**src/rtl/riv_async_fifo_rd_stream_if.sv**
```systemverilog
// Handshake bundle between the LUTRAM async FIFO read port, the read-side
// stream adapter and the downstream consumer.
interface riv_async_fifo_rd_stream_if #(
   parameter int DATA_WIDTH = 32
);
   logic                  fifo_empty;
   logic [DATA_WIDTH-1:0] fifo_rdata;
   logic                  fifo_ren;
   logic                  m_valid;
   logic                  m_ready;
   logic [DATA_WIDTH-1:0] m_data;
   logic [1:0]            occupancy;
   logic [31:0]           beat_count;
   logic [31:0]           stall_count;

   // master: the adapter itself
   modport master (
      input  fifo_empty, fifo_rdata, m_ready,
      output fifo_ren, m_valid, m_data, occupancy, beat_count, stall_count
   );

   // slave: FIFO plus downstream consumer as seen from outside the adapter
   modport slave (
      output fifo_empty, fifo_rdata, m_ready,
      input  fifo_ren, m_valid, m_data, occupancy, beat_count, stall_count
   );
endinterface

```
**src/rtl/riv_async_fifo_rd_stream.sv**
```systemverilog
// Read-side FIFO adapter: 2-entry registered buffer turning the LUTRAM FIFO's
// combinational read port into a valid/ready stream. Optional counters: RIV_ASYNC_FIFO_RD_STREAM_STATS_EN.
module riv_async_fifo_rd_stream #(
   parameter int DATA_WIDTH = 32
) (
   input  logic                               clk,
   input  logic                               rst_n,
   riv_async_fifo_rd_stream_if.master         bus
);

   logic [DATA_WIDTH-1:0] mem [2];
   logic [1:0]            count;
   logic                  head;
   logic                  tail;
   logic                  push;
   logic                  pop;

   // Read request ignores m_ready so the FIFO side never waits on the consumer;
   // gated by rst_n so nothing is requested while reset is held.
   assign push = rst_n && !bus.fifo_empty && (count != 2'd2);
   assign pop  = (count != 2'd0) && bus.m_ready;

   assign bus.fifo_ren  = push;
   assign bus.m_valid   = (count != 2'd0);
   assign bus.m_data    = mem[head];
   assign bus.occupancy = count;

   always_ff @(posedge clk or negedge rst_n) begin
      if (!rst_n) begin
         count <= 2'd0;
         head  <= 1'b0;
         tail  <= 1'b0;
      end else begin
         if (push) tail <= ~tail;
         if (pop)  head <= ~head;
         case ({push, pop})
            2'b10:   count <= count + 2'd1;
            2'b01:   count <= count - 2'd1;
            default: count <= count;
         endcase
      end
   end

   // Data entries carry no reset; only the pointers/count define validity.
   always_ff @(posedge clk) begin
      if (push) mem[tail] <= bus.fifo_rdata;
   end

`ifdef RIV_ASYNC_FIFO_RD_STREAM_STATS_EN
   logic [31:0] beat_q;
   logic [31:0] stall_q;

   always_ff @(posedge clk or negedge rst_n) begin
      if (!rst_n) begin
         beat_q  <= 32'd0;
         stall_q <= 32'd0;
      end else begin
         if (pop)                         beat_q  <= beat_q + 32'd1;
         if (bus.m_valid && !bus.m_ready) stall_q <= stall_q + 32'd1;
      end
   end

   assign bus.beat_count  = beat_q;
   assign bus.stall_count = stall_q;
`else
   assign bus.beat_count  = 32'd0;
   assign bus.stall_count = 32'd0;
`endif

endmodule
```
**src/flat_wrapper.sv**
```systemverilog
// flat-port wrapper written by rule: the top's interface ports become plain ports
module riv_async_fifo_rd_stream_flat 
#(
   parameter int DATA_WIDTH = 32
)
  (clk, rst_n, bus_fifo_empty, bus_fifo_rdata, bus_m_ready, bus_fifo_ren, bus_m_valid, bus_m_data, bus_occupancy, bus_beat_count, bus_stall_count);
  riv_async_fifo_rd_stream_if #(.DATA_WIDTH(DATA_WIDTH)) bus_i ();
  input  logic clk;
  input  logic rst_n;
  input wire logic [$bits(bus_i.fifo_empty)-1:0] bus_fifo_empty;
  input wire logic [$bits(bus_i.fifo_rdata)-1:0] bus_fifo_rdata;
  input wire logic [$bits(bus_i.m_ready)-1:0] bus_m_ready;
  output wire logic [$bits(bus_i.fifo_ren)-1:0] bus_fifo_ren;
  output wire logic [$bits(bus_i.m_valid)-1:0] bus_m_valid;
  output wire logic [$bits(bus_i.m_data)-1:0] bus_m_data;
  output wire logic [$bits(bus_i.occupancy)-1:0] bus_occupancy;
  output wire logic [$bits(bus_i.beat_count)-1:0] bus_beat_count;
  output wire logic [$bits(bus_i.stall_count)-1:0] bus_stall_count;
  assign bus_i.fifo_empty = bus_fifo_empty;
  assign bus_i.fifo_rdata = bus_fifo_rdata;
  assign bus_i.m_ready = bus_m_ready;
  assign bus_fifo_ren = bus_i.fifo_ren;
  assign bus_m_valid = bus_i.m_valid;
  assign bus_m_data = bus_i.m_data;
  assign bus_occupancy = bus_i.occupancy;
  assign bus_beat_count = bus_i.beat_count;
  assign bus_stall_count = bus_i.stall_count;
  riv_async_fifo_rd_stream #(.DATA_WIDTH(DATA_WIDTH)) u_core (.clk(clk), .rst_n(rst_n), .bus(bus_i));
endmodule
```
**config.mk**
```make
export PLATFORM = sky130hd
export DESIGN_NAME = riv_async_fifo_rd_stream_flat
export DESIGN_NICKNAME = d
export VERILOG_FILES = /design/src/rtl/riv_async_fifo_rd_stream_if.sv /design/src/rtl/riv_async_fifo_rd_stream.sv /design/src/flat_wrapper.sv
export SDC_FILE = /design/constraint.sdc
export NUM_CORES = 1
export LEC_CHECK = 0
export BUFFER_PORTS_ARGS = -buffer_cell sky130_fd_sc_hd__buf_4
export CELL_PAD_IN_SITES_DETAIL_PLACEMENT = 1
export CELL_PAD_IN_SITES_GLOBAL_PLACEMENT = 2
export CORE_MARGIN = 1.5
export CORE_UTILIZATION = 28
export DETAILED_ROUTE_END_ITERATION = 8
export PLACE_DENSITY = 0.86
export SETUP_SLACK_MARGIN = 0.5
export SYNTH_ARGS = -nofsm -noshare
export SYNTH_HDL_FRONTEND = slang
export SYNTH_SLANG_ARGS = --single-unit
export TNS_END_PERCENT = 20
```
**constraint.sdc**
```tcl
create_clock -name clk -period 2.4 [get_ports clk]
set_clock_uncertainty 0.05 [all_clocks]
set_input_delay 0 -clock clk [delete_from_list [all_inputs] [get_ports clk]]
set_output_delay 0 -clock clk [all_outputs]
set_load 0.01 [all_outputs]
```
==> impl_metrics.ini, run 1 <==
[run_status]
outcome = completed

[drt]
first_pass_iters = 4
num_vias = 1635
wl_per_cell_microns = 13.22
drcViolationCount = 0
drt_iter0_drc = 75
ant_nets = 0
via_per_inst = 3.674
wl_microns = 5883

[layout]
drive_gt1_share_pct = 41.64
diodes = 0
area_growth_pct = 33.32
final_cell_area_sq_mm = 0.004170
nFillCells = 1124
fin_nets = 337

[critical_path]
r2r_start = u_core.bus.occupancy[0]
cp-start-kind = flop
worstPathArrival_ps = 1720
critPathLaunch = u_core.head
critical-path-max-stage-delay_ps = 580
cp.depth = 3
ff2ff_setup_slack_ps = 630
crit_path_max_fanout = 13
critPathTopFamily = flip-flops
cp_common_cell = buf_4
crit_type = flop to output pin
crit_end = bus_m_data[31]
worst_path_max_delay_cell = dfrtp_4
crit_chain = buf_4 > mux2_4 > buf_4
r2r_cells = 4
path_buf_inv = 2
cp.required_ps = 2350
timing.rr.end = u_core.mem[1][1]
end_kind = output pin

[power]
p_comb_share_pct = 35.5
ir_drop_uv = 287.4
switchingPower_mw = 1.138
leakagePower_nw = 1.754
p_int_mw = 2.753
switching_share_pct = 29.24
pwr-share-clk_pct = 23.0
seq_power_share_pct = 41.5
cellPowerDensity_mw_per_mm2 = 932.9

[timing]
setup_viol = 0
period_minus_slack_ps = 1770
final-hold-violation-count = 0
final.period_utilization_pct = 73.75
tns_ps = 0
slew_viol_final = 0
rsz0062_at_grt = no
fmax_ghz = 0.5650

[yosys]
synth_area_sq_mm = 0.003128
yosys.cell_types.count = 16
synth_area_leaders = edfxtp_1 (61%), buf_4 (15%), mux2_4 (14%), dfrtp_1 (3.2%), buf_6 (1.4%)
yosys.area.top_type = edfxtp_1
synth_cells = 184
yosysTopAreaCellShare_pct = 61.44
synth-seq-area-share_pct = 64.64
syn_area_per_cell_sq_um = 17.00
synth-seq-cells = 68
yosys_warnings = 0

[global_routing]
grt_start_max_net_pins = 21
gr-usage-all-layers_pct = 9.860
grt_pass1_vias = 1649
grt_pass1_wl_microns = 8404
grt-ovfl-total = 0
antenna_found_initial = 0

[clock_network]
cts.sinks = 68
cts_root_buffer = clkbuf_8
cts_tree = yes
clk_latency_ps = 330
clk_pin_slew_ps = 70
htree_levels = 3
cts_buffer_depth = 2
cts-buffers-inserted = 9

[floorplan]
die_h_microns = 108.7
floorplan.rows = 38
start_util_pct = 28.73
core_sq_mm = 0.01089
fp.dieArea_sq_mm = 0.01181
ios = 136
die_x_microns = 108.7

[placed_design]
post_dp_cell_area_sq_mm = 0.003611
hpwl_microns = 4031
io_buffers = 71
gp_congestion = 0.6256

[job]
cap_viol_max_count = 0

[worst_hold_path]
hold_class = input pin to flop
whs_path_depth = 3
## cell usage after synthesis
cell / number
dfrtp_1: 4
conb_1: 1
ha_1: 1
and2_4: 1
buf_6: 4
edfxtp_1: 64
buf_4: 64
xnor2_1: 3
nor2_1: 3
nand2b_1: 1
inv_1: 2
nand3b_2: 1
or2_1: 1
mux2_2: 3
xor2_1: 2
mux2_4: 29
## tightest hold or removal path: stages
cell	delay (ps)
buf_4	80
nand3b_2	210
xnor2_1	90
## cell type report
cell class / instances / area, sq um / area share (%)
Inverter: 2 / 7.507 / 0.1800
Clock inverter: 7 / 67.56 / 1.620
Tap cell: 140 / 175.2 / 4.200
Clock buffer: 9 / 123.9 / 2.970
Sequential cell: 68 / 2026 / 48.57
Multi-Input combinational cell: 109 / 824.5 / 19.77
Timing Repair Buffer: 110 / 945.9 / 22.68
## repair_timing
item,4_1_cts,5_1_grt
hold endpoints to repair,69,0
gates resized for setup,1,0
hold buffers,35,0
setup endpoints to repair,13,0
buffers inserted,1,0
## how the worst min path moves through the flow
stage                    from                       to  slack, ps
2_1_floorplan           rst_n  u_core.bus.occupancy[0]       -350
3_3_place_gp            rst_n  u_core.bus.occupancy[1]       -240
3_5_place_dp            rst_n  u_core.bus.occupancy[1]       -240
4_1_cts        bus_fifo_empty              u_core.tail         20
5_1_grt        bus_fifo_empty              u_core.tail         20
6_report       bus_fifo_empty              u_core.tail         20
## registers in the layout, summed over array words and instances (netlist names)
name and count:
u_core.mem 64, u_core.bus.occupancy 2, u_core.head 1, u_core.tail 1
## cells in the final DEF (no fill, tap or decap), types with 3 or more instances in the layout
master,n
dfrtp_1,3
mux2_2,3
mux2_4,29
edfxtp_1,64
conb_1,64
clkbuf_8,9
buf_4,72
dlygate4sd3_1,35
xnor2_1,3
## cells by family (layout without fill, tap and decap cells)
family | Yosys count | count (layout) | share of synthesized area (%)
buffers and inverters | 70 | 128 | 17.04
flip-flops | 68 | 68 | 64.64
multiplexers | 32 | 32 | 15.00
AND/OR/NAND/NOR | 7 | 7 | 1.400
XOR/XNOR | 5 | 5 | 1.400
adder cells (fa/ha/maj) | 1 | 1 | 0.3999
other | 1 | 64 | 0.1199
## routing by layer
layer / track usage [%] / routed length, microns / vias to the layer above
li1: - / - / 753
met1: 10.30 / 2302 / 780
met2: 17.65 / 2975 / 93
met3: 3.825 / 528 / 9
met4: 4.041 / 77 / 0
met5: 0 / 0 / -
## power by group through the flow
stage | combinational, mW | clock, mW | sequential, mW
5_1_grt | 1.48 | 0.966 | 1.64
3_5_place_dp | 1.29 | 0 | 1.68
2_1_floorplan | 0.955 | 0 | 1.57
6_report | 1.38 | 0.894 | 1.62
3_3_place_gp | 1.26 | 0 | 1.67
4_1_cts | 1.41 | 0.922 | 1.62
## stage by stage
step / power (mW) / hold WS (ps) / setup WS [ps] / cells / utilization, %
CTS: 3.952 / 19.47 / 589.9 / 445 / 38.30
global route: 4.088 / 24.96 / 519.0 / 445 / 38.30
finish: 3.891 / 23.10 / 630.0 / 445 / 38.30
global placement: 2.926 / -240.6 / 704.5 / 393 / 33.16
detailed placement: 2.967 / -240.7 / 608.3 / 393 / 33.16
floorplan: 2.530 / -345.6 / 361.4 / 247 / -
Power figures use the tool's default switching activity.
==> run 2, diff against run 1 <==
CORE_UTILIZATION = 31   (was 28)
PLACE_DENSITY = 0.9   (was 0.86)
clock period = 1.8 ns   (was 2.4 ns; I/O delays follow)
==> run 2 against run 1 <==
The flow now finishes with violations (hold timing). Critical path depth up 1. Sequential share of layout area fell by 3.1 points. Non-clock buffer count is 9 higher. Clock power grew 34%. Core utilization rose by 7.3 points. Wire length increased by 17%. Hold slack got worse by 31 ps. Combinational power up 87%. Cell count grew 0.45%. Die area down 9.4%. Highest routed layer unchanged.
==> impl_metrics.ini, run 2 (synthesis results as in run 1) <==
[clock_network]
cts_tree = yes
clk_pin_slew_ps = 70
cts_root_buffer = clkbuf_8
cts.sinks = 68
cts_buffer_depth = 2
htree_levels = 3
clk_latency_ps = 330
cts-buffers-inserted = 9

[placed_design]
gp_congestion = 0.6225
hpwl_microns = 4214
io_buffers = 71

[worst_hold_path]
whs_path_depth = 3
hold_class = input pin to flop

[power]
cellPowerDensity_mw_per_mm2 = 1322
p_total_mw = 5.895
leakagePower_nw = 1.885
ir_drop_uv = 467.9

[critical_path]
cp.required_ps = 1750
cp-start-kind = flop
ff2ff_setup_slack_ps = 280
r2r_start = u_core.bus.occupancy[0]
critPathLaunch = u_core.head
crit_path_max_fanout = 8
worstPathArrival_ps = 1530
crit_end = bus_m_data[8]
r2r_cells = 4
timing.rr.end = u_core.mem[0][16]
crit_type = flop to output pin
end_kind = output pin

[run_status]
outcome = finished with violations
violations = hold timing

[floorplan]
floorplan.rows = 36
fp.dieArea_sq_mm = 0.01070
die_x_microns = 103.5
ios = 136
die_h_microns = 103.5
start_util_pct = 32.00
core_sq_mm = 0.009774

[timing]
period_minus_slack_ps = 1581
setup_viol = 0
final-hold-violation-count = 1
timing.hold.ws_ps = -7.918
fmax_ghz = 0.6324
rsz0062_at_grt = yes
final.period_utilization_pct = 87.85
tns_ps = 0
slew_viol_final = 0

[global_routing]
grt_pass1_wl_microns = 9556
gr-usage-all-layers_pct = 12.65
grt_start_max_net_pins = 29
antenna_found_initial = 0
grt_pass1_vias = 1731
grt-ovfl-total = 0

[layout]
final_cell_mix = conb_1 (64), edfxtp_1 (64), buf_4 (47)
regMostFlops = u_core.mem
diodes = 0
area_growth_pct = 42.52
nFillCells = 1000
largest_register_ffs = 64
drive_gt1_share_pct = 44.90
fin_nets = 346

[drt]
first_pass_iters = 4
num_vias = 1686
wl_microns = 6889
via_per_inst = 3.772
drt_iter0_drc = 46
drcViolationCount = 0
wl_per_cell_microns = 15.41
ant_nets = 0

[job]
cap_viol_max_count = 0
## run 2: changes by cell type in the layout (fill, tap and decap cells not counted), sizes merged
| cell | previous run | this run |
|---|---|---|
| inv | 2 | 3 |
| buf | 75 | 85 |
| dlygate4sd3 | 35 | 34 |
| clkinv | 4 | 3 |
## run 2: layer usage
metal | vias up | track usage [%] | part of all wire (%)
li1 | 774 | - | -
met1 | 814 | 13.11 | 37
met2 | 88 | 24.13 | 55
met3 | 10 | 3.024 | 6.7
met4 | 0 | 5.405 | 1.7
met5 | - | 0 | 0
## run 2: power breakdown
part	total, mW	switching [mW]	internal (mW)	leakage, nW
Clock	1.20	0.568	0.632	0.0907
Combinational	2.58	1.02	1.55	1.17
Sequential	2.12	0.126	1.99	0.628
Total	5.89	1.72	4.18	1.89
## run 2: repair_timing
item / in CTS / in global routing
endpoints found under the setup margin: 95 / 99
gates resized for setup: 17 / 22
buffers inserted: 5 / 2
hold buffers: 34 / 0
gates cloned: 3 / 0
hold endpoints to repair: 70 / 0
## run 2: layout make-up
cell class | instances | area [sq um] | share of cell area (%)
Tap cell | 133 | 166.4 | 3.733
Sequential cell | 68 | 2026 | 45.44
Inverter | 2 | 7.507 | 0.1684
Clock inverter | 7 | 66.31 | 1.488
Clock buffer | 9 | 123.9 | 2.779
Timing Repair Buffer | 119 | 1205 | 27.03
Multi-Input combinational cell | 109 | 863.3 | 19.37
## run 2: worst min path at each step
stage	from	to	slack (ps)
6_report	bus_fifo_empty	u_core.tail	-8
5_1_grt	bus_fifo_empty	u_core.tail	20
4_1_cts	bus_fifo_empty	u_core.tail	-20
3_5_place_dp	rst_n	u_core.tail	-240
3_3_place_gp	rst_n	u_core.tail	-240
2_1_floorplan	rst_n	u_core.bus.occupancy[0]	-350
## run 2: critical path, cell delays in order (launching register included)
cell     delay (ps)
dfrtp_2         460
buf_6           160
buf_16          150
mux2_4          310
buf_6           120
## run 2: metrics by stage
stage | setup slack [ps] | cells | hold WS, ps | util, % | instance area [sq um]
finish | 218.7 | 447 | -7.918 | 45.61 | 4458
global route | 185.3 | 447 | 17.59 | 45.61 | 4458
CTS | 209.6 | 445 | -23.10 | 44.50 | 4349
detailed placement | 186.7 | 387 | -236.2 | 37.24 | 3640
global placement | 218.7 | 387 | -240.1 | 37.24 | 3640
floorplan | 150.2 | 247 | -345.6 | - | 3397
